$ cat src/rtl/ram1p1rwe_clr_pkg.sv
// Shared definitions for the self-clearing single-port RAM.
//   ramclr_state_t : clear-engine state (IDLE = normal access, CLR = sweeping)
//   nlane()        : number of write-enable lanes for a given word/lane width
package ram1p1rwe_clr_pkg;

  typedef enum logic {
    RAMCLR_IDLE = 1'b0,
    RAMCLR_CLR  = 1'b1
  } ramclr_state_t;

  // Top lane may be partial, hence the round-up.
  function automatic int nlane(input int width, input int lanew);
    return (width + lanew - 1) / lanew;
  endfunction

endpackage

$ cat src/rtl/ram1p1rwe_clr_fsm.sv
// Clear engine for ram1p1rwe_clr: state register, sweep counter and busy flag.
// Ports:
//   clk, reset  : clock, synchronous active-high reset (forces a new sweep)
//   clear       : request a full sweep (honoured only while idle)
//   cnt         : entry to be cleared this cycle
//   busy        : sweep in progress (decoded straight from the state flop)
//   sweep_we    : write strobe for RAM[cnt] <= CLRVAL
module ram_clr_fsm
  import ram1p1rwe_clr_pkg::*;
#(
  parameter  int DEPTH = 64,
  localparam int AW    = $clog2(DEPTH)
) (
  input  logic          clk,
  input  logic          reset,
  input  logic          clear,
  output logic [AW-1:0] cnt,
  output logic          busy,
  output logic          sweep_we
);

  ramclr_state_t state, state_nxt;
  logic [AW-1:0] cnt_nxt;

  always_ff @(posedge clk) begin
    if (reset) begin
      state <= RAMCLR_CLR;
      cnt   <= '0;
    end else begin
      state <= state_nxt;
      cnt   <= cnt_nxt;
    end
  end

  always_comb begin
    state_nxt = state;
    cnt_nxt   = cnt;
    case (state)
      RAMCLR_CLR: begin
        // DEPTH is a power of two, so the increment wraps to 0 on the last entry.
        cnt_nxt = cnt + 1'b1;
        if (cnt == AW'(DEPTH - 1)) state_nxt = RAMCLR_IDLE;
      end
      default: begin
        if (clear) begin
          state_nxt = RAMCLR_CLR;
          cnt_nxt   = '0;
        end
      end
    endcase
  end

  always_comb begin
    busy     = (state == RAMCLR_CLR);
    // A reset cycle never writes the array.
    sweep_we = busy && !reset;
  end

endmodule

$ cat src/rtl/ram1p1rwe_clr.sv
// Single-port, read-first synchronous RAM with per-lane write enables and a
// hardware clear engine that sweeps every entry to CLRVAL after reset or on
// a clear request. User accesses are ignored while busy.
// Ports:
//   clk, reset : clock, synchronous active-high reset
//   ce, we     : access enable, write enable (qualified by ce)
//   lanewe     : per-lane write enables (qualified by ce & we)
//   addr, din  : word address, write data
//   clear      : pulse to request a full clear
//   dout       : registered read data (holds between ce cycles)
//   busy       : clear engine active
module ram1p1rwe_clr
  import ram1p1rwe_clr_pkg::*;
#(
  parameter  int               DEPTH  = 64,
  parameter  int               WIDTH  = 44,
  parameter  int               LANEW  = WIDTH,
  parameter  logic [WIDTH-1:0] CLRVAL = '0,
  localparam int               NLANE  = nlane(WIDTH, LANEW),
  localparam int               AW     = $clog2(DEPTH)
) (
  input  logic             clk,
  input  logic             reset,
  input  logic             ce,
  input  logic             we,
  input  logic [NLANE-1:0] lanewe,
  input  logic [AW-1:0]    addr,
  input  logic [WIDTH-1:0] din,
  input  logic             clear,
  output logic [WIDTH-1:0] dout,
  output logic             busy
);

  logic [AW-1:0]    cnt;
  logic             sweep_we;
  logic             user_we;
  logic             rd_en;
  logic             wr_en;
  logic [AW-1:0]    wr_addr;
  logic [WIDTH-1:0] wr_data;
  logic [NLANE-1:0] wr_lanes;
  logic [WIDTH-1:0] rd_word;

  ram_clr_fsm #(.DEPTH(DEPTH)) u_fsm (
    .clk      (clk),
    .reset    (reset),
    .clear    (clear),
    .cnt      (cnt),
    .busy     (busy),
    .sweep_we (sweep_we)
  );

  // User traffic is only honoured in IDLE and never in a reset cycle.
  always_comb begin
    rd_en   = ce && !busy && !reset;
    user_we = rd_en && we;
    wr_en   = sweep_we || user_we;
    if (sweep_we) begin
      wr_addr  = cnt;
      wr_data  = CLRVAL;
      wr_lanes = '1;
    end else begin
      wr_addr  = addr;
      wr_data  = din;
      wr_lanes = lanewe;
    end
  end

  // The array is split into one memory per lane so that each lane has its own
  // enable; the top lane is narrowed when WIDTH is not a multiple of LANEW.
  for (genvar k = 0; k < NLANE; k++) begin : g_lane
    localparam int LO = k * LANEW;
    localparam int LW = ((WIDTH - LO) < LANEW) ? (WIDTH - LO) : LANEW;

    logic [LW-1:0] mem [DEPTH];

    always_ff @(posedge clk) begin
      if (wr_en && wr_lanes[k]) mem[wr_addr] <= wr_data[LO +: LW];
    end

    assign rd_word[LO +: LW] = mem[addr];
  end

  // rd_word reflects pre-write contents at the edge, giving read-first data.
  always_ff @(posedge clk) begin
    if (reset)      dout <= CLRVAL;
    else if (rd_en) dout <= rd_word;
  end

endmodule

$ cat config.mk
export PLATFORM = sky130hd
export DESIGN_NAME = ram1p1rwe_clr
export DESIGN_NICKNAME = d
export VERILOG_FILES = /design/src/rtl/ram1p1rwe_clr_pkg.sv /design/src/rtl/ram1p1rwe_clr_fsm.sv /design/src/rtl/ram1p1rwe_clr.sv
export SDC_FILE = /design/constraint.sdc
export NUM_CORES = 2
export LEC_CHECK = 0
export BUFFER_PORTS_ARGS = -buffer_cell sky130_fd_sc_hd__buf_2
export CAP_MARGIN = 25
export CORE_MARGIN = 2
export CORE_UTILIZATION = 60
export DETAILED_ROUTE_END_ITERATION = 10
export PLACE_DENSITY_LB_ADDON = 0.15
export SYNTH_ARGS = -nofsm -noshare
export SYNTH_HDL_FRONTEND = slang
export SYNTH_SLANG_ARGS = --single-unit
$ cat constraint.sdc
create_clock -name clk -period 7.3 [get_ports clk]
set_input_delay 1.095 -clock clk [delete_from_list [all_inputs] [get_ports clk]]
set_output_delay 1.095 -clock clk [all_outputs]
set_load 0.02 [all_outputs]
# Word-level counts from Yosys, hierarchy flattened
# Memories as Yosys holds them, arrays and structs flattened. A register that Yosys moved wholly into a read port is not among the register bits.
# Index checks and enable logic that the tools add are counted.
[totals] reg_bits=7 ram_bits=2816 inputBits=56 elab_cells=24 memories=1
[op_classes] add_sub_neg=1 eq_ne=1 n_mux=10 reduce_logical=9
[mem_list] memory="g_lane[0].mem" words=64 word_bits=44 rd=1 rd_clocked_by_memory_dff=1 write_ports=1 line="ram1p1rwe_clr.sv:75" text="logic [LW-1:0] mem [DEPTH];"
[ops] operator="44-bit 2-to-1 mux" n=1
[ops] operator="6-bit 2-to-1 mux" n=3
[ops] operator="6-bit by 1-bit adder with 6-bit output, second input constant" n=1
[ops] operator="6-bit equality test, second input constant" n=1
[ops] operator="1-bit 2-to-1 mux" n=6
[ops] operator="1-bit logical AND" n=5
[ops] operator="1-bit zero test" n=2
[ops] operator="2-bit nonzero test" n=1
[ops] operator="1-bit logical OR" n=1

# Depth between registers and ports, before layout
[logic_depth] depth_word=8 depth_mapped=12 mapped_depth_nobuf=6

# By module
# A second synthesis with hierarchy kept.
[hier_totals] hier_cells=5013 area_unflattened_um2=109507.5
[modules_own_cells] module="ram1p1rwe_clr" instances=1 cells_each=4974 area_each_um2=109153.4 seq_area_each_um2=85441.9
[modules_own_cells] module="ram_clr_fsm" instances=1 cells_each=39 area_each_um2=354.1 seq_area_each_um2=140.1

# Least setup slack after synthesis
# OpenSTA, ideal clock, no wires.
[synth_timing] path_kind="input to register" start="in addr[0]" end="mem g_lane[0].mem[18][0] (netlist name) (enable)" arrival_time_ns=4.490 required_ns=6.854 setup_slack_ns=2.364 stages=10 path_cell_list="buf_2 buf_4 buf_4 buf_6 nor2_1 a21oi_1 or2_2 or3_1 clkbuf_1 nor2_1"
[synth_between] elab_chain_cells=1
[synth_rtl] element="start: declaration" line="ram1p1rwe_clr.sv:27" text="input logic [AW-1:0] addr,"
[synth_rtl] element="6-bit 2-to-1 mux" line="ram1p1rwe_clr.sv:58" text="if (sweep_we) begin"
[synth_rtl] element="end: declaration" line="ram1p1rwe_clr.sv:75"
# No other way between the ends.

# Worst setup path after layout
[layout_timing] start="in reset" end="mem g_lane[0].mem[12][17] (netlist name) (enable)"
[layout_between] elab_chain_cells=7 elab_cells_between_ends=10
[layout_rtl] element="start: declaration" line="ram1p1rwe_clr.sv:23" text="input logic reset,"
[layout_rtl] element="1-bit zero test (*)" line="ram1p1rwe_clr_fsm.sv:56, ram1p1rwe_clr.sv:55"
[layout_rtl] element="1-bit logical AND" line="ram1p1rwe_clr.sv:55" text="rd_en = ce && !busy && !reset;"
[layout_rtl] element="1-bit logical AND" line="ram1p1rwe_clr.sv:56" text="user_we = rd_en && we;"
[layout_rtl] element="1-bit logical OR" line="ram1p1rwe_clr.sv:57" text="wr_en = sweep_we || user_we;"
[layout_rtl] element="1-bit logical AND" line="ram1p1rwe_clr.sv:78" text="if (wr_en && wr_lanes[k]) mem[wr_addr] <= wr_data[LO +: LW];"
[layout_rtl] element="1-bit 2-to-1 mux" line="ram1p1rwe_clr.sv:78"
[layout_rtl] element="1-bit 2-to-1 mux (not written as such)" line="ram1p1rwe_clr.sv:78"
# Mark *: on every way between the ends. The rest lies on a longest branch, timed or not.

==> summary.txt <==
Layout
  • Layout Nets: between 5000 and 6000
  • Area delta synth->final: 12.3%
  • Final Util: 67.9%
  • Layout cell share with drive strength beyond 1: just under 30%
  • Finished Layout Cells: between 7000 and 8000

Clock tree
  • H-Tree Depth: 5
  • Post-CTS Hold Fix Bufs: 0
  • Inserted Clock Buffers: 295
  • Post-CTS setup buffer count: 0
  • Root Driver: clkbuf_16
  • Post-CTS sizing: 0
  • Clk_lat worst skew: between 0.9 and 1 ns
  • Clock Sinks: between 2000 and 3000
  • CTS clk-pin slew, worst paths: 0.06 ns
  • CTS tree: yes
  • CTS max path bufs: 4

STA
  • Worst rel slew slack: between 20% and 30%
  • Max Clk Rate: 0.211 GHz
  • Count of final hold-check violations: 0
  • Setup WS post-layout: ~2.6 ns
  • Sum of negative setup slack: 0 ns
  • Slew @ Worst Pin: 1.11 ns
  • Setup violators final: 0
  • Crit path time final: between 4 and 5 ns
  • Slew Limit Fails: 0
  • Final Cycle Share: between 60% and 70%
  • RSZ-0062 raised after global routing: no
  • Clk_skew: around 0.043 ns
  • Final hold slack: 0.498 ns

Yosys
  • Top-count cell post-synth: edfxtp_1
  • Synth Area in XOR/XNOR: 0%
  • Mux share of post-synthesis cell area: 16.5%
  • Synth area leaders: edfxtp_1 77%, mux4_2 15%, mux2i_1 1.6%, dfxtp_1 0.93%, a22oi_1 0.42%
  • Mapped Area: approximately 110000 um^2
  • Fraction of the mapped netlist area in simple logic gates: under 10%
  • Synth top area share: slightly below 80%
  • Post-synthesis compound-gate area fraction: under 10%
  • Synth area leader: edfxtp_1
  • Largest family of logic cells by synthesized area: multiplexers
  • Post-synth EDFFs: 2816
  • Register area share after synthesis: approximately 78%
  • Post-Synthesis Cells: approximately 4800
  • Ys async rst share: 0%
  • Primary FF master, synth: edfxtp_1
  • Avg Synthesized Cell Area: 23.0 um^2
  • Post-synth top cells: 2816 x edfxtp_1, 717 x mux4_2, 179 x mux2i_1, 117 x nor2_1, 98 x clkbuf_1
  • Yosys cell types: 51
  • Post-Synth Adder-Cell Area: less than 1%
  • Post-Syn Nets: just under 5000
  • #FFs+latches synth: 2867
  • Yosys warning total: 0

Min path
  • Hold WC Path Type: flop to flop

Floorplanning
  • Top-Level Pins: 101
  • Die Ht: around 430 um
  • Num rows: 156
  • Full die area: approximately 190000 um^2
  • Die span in x: roughly 430 um
  • Initial Util: ~60%
  • CORE AREA: roughly 180000 um^2

Power and ir drop
  • Worst VDD drop: 0.000243 V
  • Internal: between 20000 and 30000 uW
  • NetSw: 6940 uW
  • Part of the power in registers: between 50% and 60%
  • Pwr/cell area: around 280 nW/um^2
  • Comb pwr share: under 10%
  • Pleak: a little under 0.04 uW
  • Sw Share: between 20 and 25%
  • Clock power frac: between 40% and 50%

Setup path
  • Max FO, Critical Path: 32
  • Crit path DAT: ~5.3 ns
  • Critical Path Source Type: input port
  • Kind of critical path: input port to flop
  • CP endpoint kind: flop
  • Crit path required time: around 7.8 ns

Route
  • DR vias/cell: a little under 7
  • Starting DRT DRC Count: 8221
  • WL final: between 200000 and 300000 um
  • Post-DRT Antenna Nets: 0
  • Via count: around 53000
  • First-pass DRT Iterations: 8
  • WL/cell: roughly 36 um
  • Drc violations: 0

Global routing
  • Total GRT Usage: a little under a third
  • Largest net degree at the start of global routing: roughly 130
  • Global route overflow: 0
  • Vias in the first global route: around 52000
  • Initial antenna violation count: 10
  • First-pass GRT wire length: 392000 um

Place
  • Pre-CTS WS: between 1.5 and 2 ns
  • HPWL after DPL: 160000 um
  • Port Buf Inserts: 100
  • Placed Instances: a little over 7000
  • Gpl congestion: 0.851

Run
  • Max-cap violations: 0

Status
  • Outcome: completed
==> power groups by stage <==
stage / Sequential [uW] / Combinational [uW] / Clock (uW)
5_1_grt: 18200 / 1600 / 14900
3_3_place_gp: 18500 / 1490 / 0
2_1_floorplan: 18500 / 964 / 0
3_5_place_dp: 18500 / 1510 / 0
4_1_cts: 18200 / 1520 / 14300
6_report: 18200 / 1530 / 14200
==> critical path, stage by stage <==
cell      delay [ns]
buf_2           0.47
nand2b_2        0.68
buf_4           0.46
nand3b_1        0.13
o21ai_0         0.22
nand3_1         0.58
nor2_4          1.06
buf_4           0.52
==> per-stage QoR <==
stage               cell area [um^2]  total power (uW)
CTS                           123000             34000
floorplan                     109000             19500
finish                        123000             33900
detailed placement            114000             20000
global placement              113000             20000
global route                  123000             34700
==> sequential cells by signal, summed over array words and instances, names as in the netlist <==
signal	count
g_lane.mem	2816
u_fsm.cnt	6
dout	44
u_fsm.busy	1
==> cell usage in the layout (no fill, tap or decap), types with 52 or more instances in the layout <==
cell type / count
nor2_4: 65
mux2i_1: 179
buf_2: 96
clkbuf_16: 302
a22oi_1: 61
clkinv_1: 60
edfxtp_1: 2816
nand3_1: 78
nand2_1: 65
mux4_2: 717
clkbuf_1: 62
o22ai_1: 52
buf_4: 173
==> layer usage <==
metal	vias up	share of wire (%)	track usage [%]
li1	20948	-	-
met1	28304	38	44.4
met2	3184	48	46.2
met3	511	11	5.99
met4	8	3.6	10.3
met5	-	0.020	0
==> cells by family after synthesis <==
kind of cell | count (synthesis)
AND/OR/NAND/NOR | 410
multiplexers | 908
flip-flops | 2867
buffers and inverters | 271
adder cells (fa/ha/maj) | 1
AO/OA/AOI/OAI | 305
==> worst paths after layout <==
check / start / to / slack, ns / cells after the start
max: reset / g_lane[0].mem[12][17]$_DFFE_PP_ / 2.56 / 8
min: dout[5]$_SDFFE_PP0P_ / dout[5]$_SDFFE_PP0P_ / 0.50 / 2
max reg2reg: u_fsm.busy$_SDFF_PP1_ / g_lane[0].mem[12][17]$_DFFE_PP_ / 2.83 / 7
min reg2reg: dout[5]$_SDFFE_PP0P_ / dout[5]$_SDFFE_PP0P_ / 0.50 / 2
==> area by class of cell <==
type	instances	area, um^2
antenna	3	7.51
fill	10896	58200
clock buffer	371	7890
inverter	2	15.0
timing repair buffer	303	2480
clock inverter	123	1020
tap	2370	2970
multi-input combinational	1624	22800
sequential	2867	85600
(Power assumes the default switching activity.)
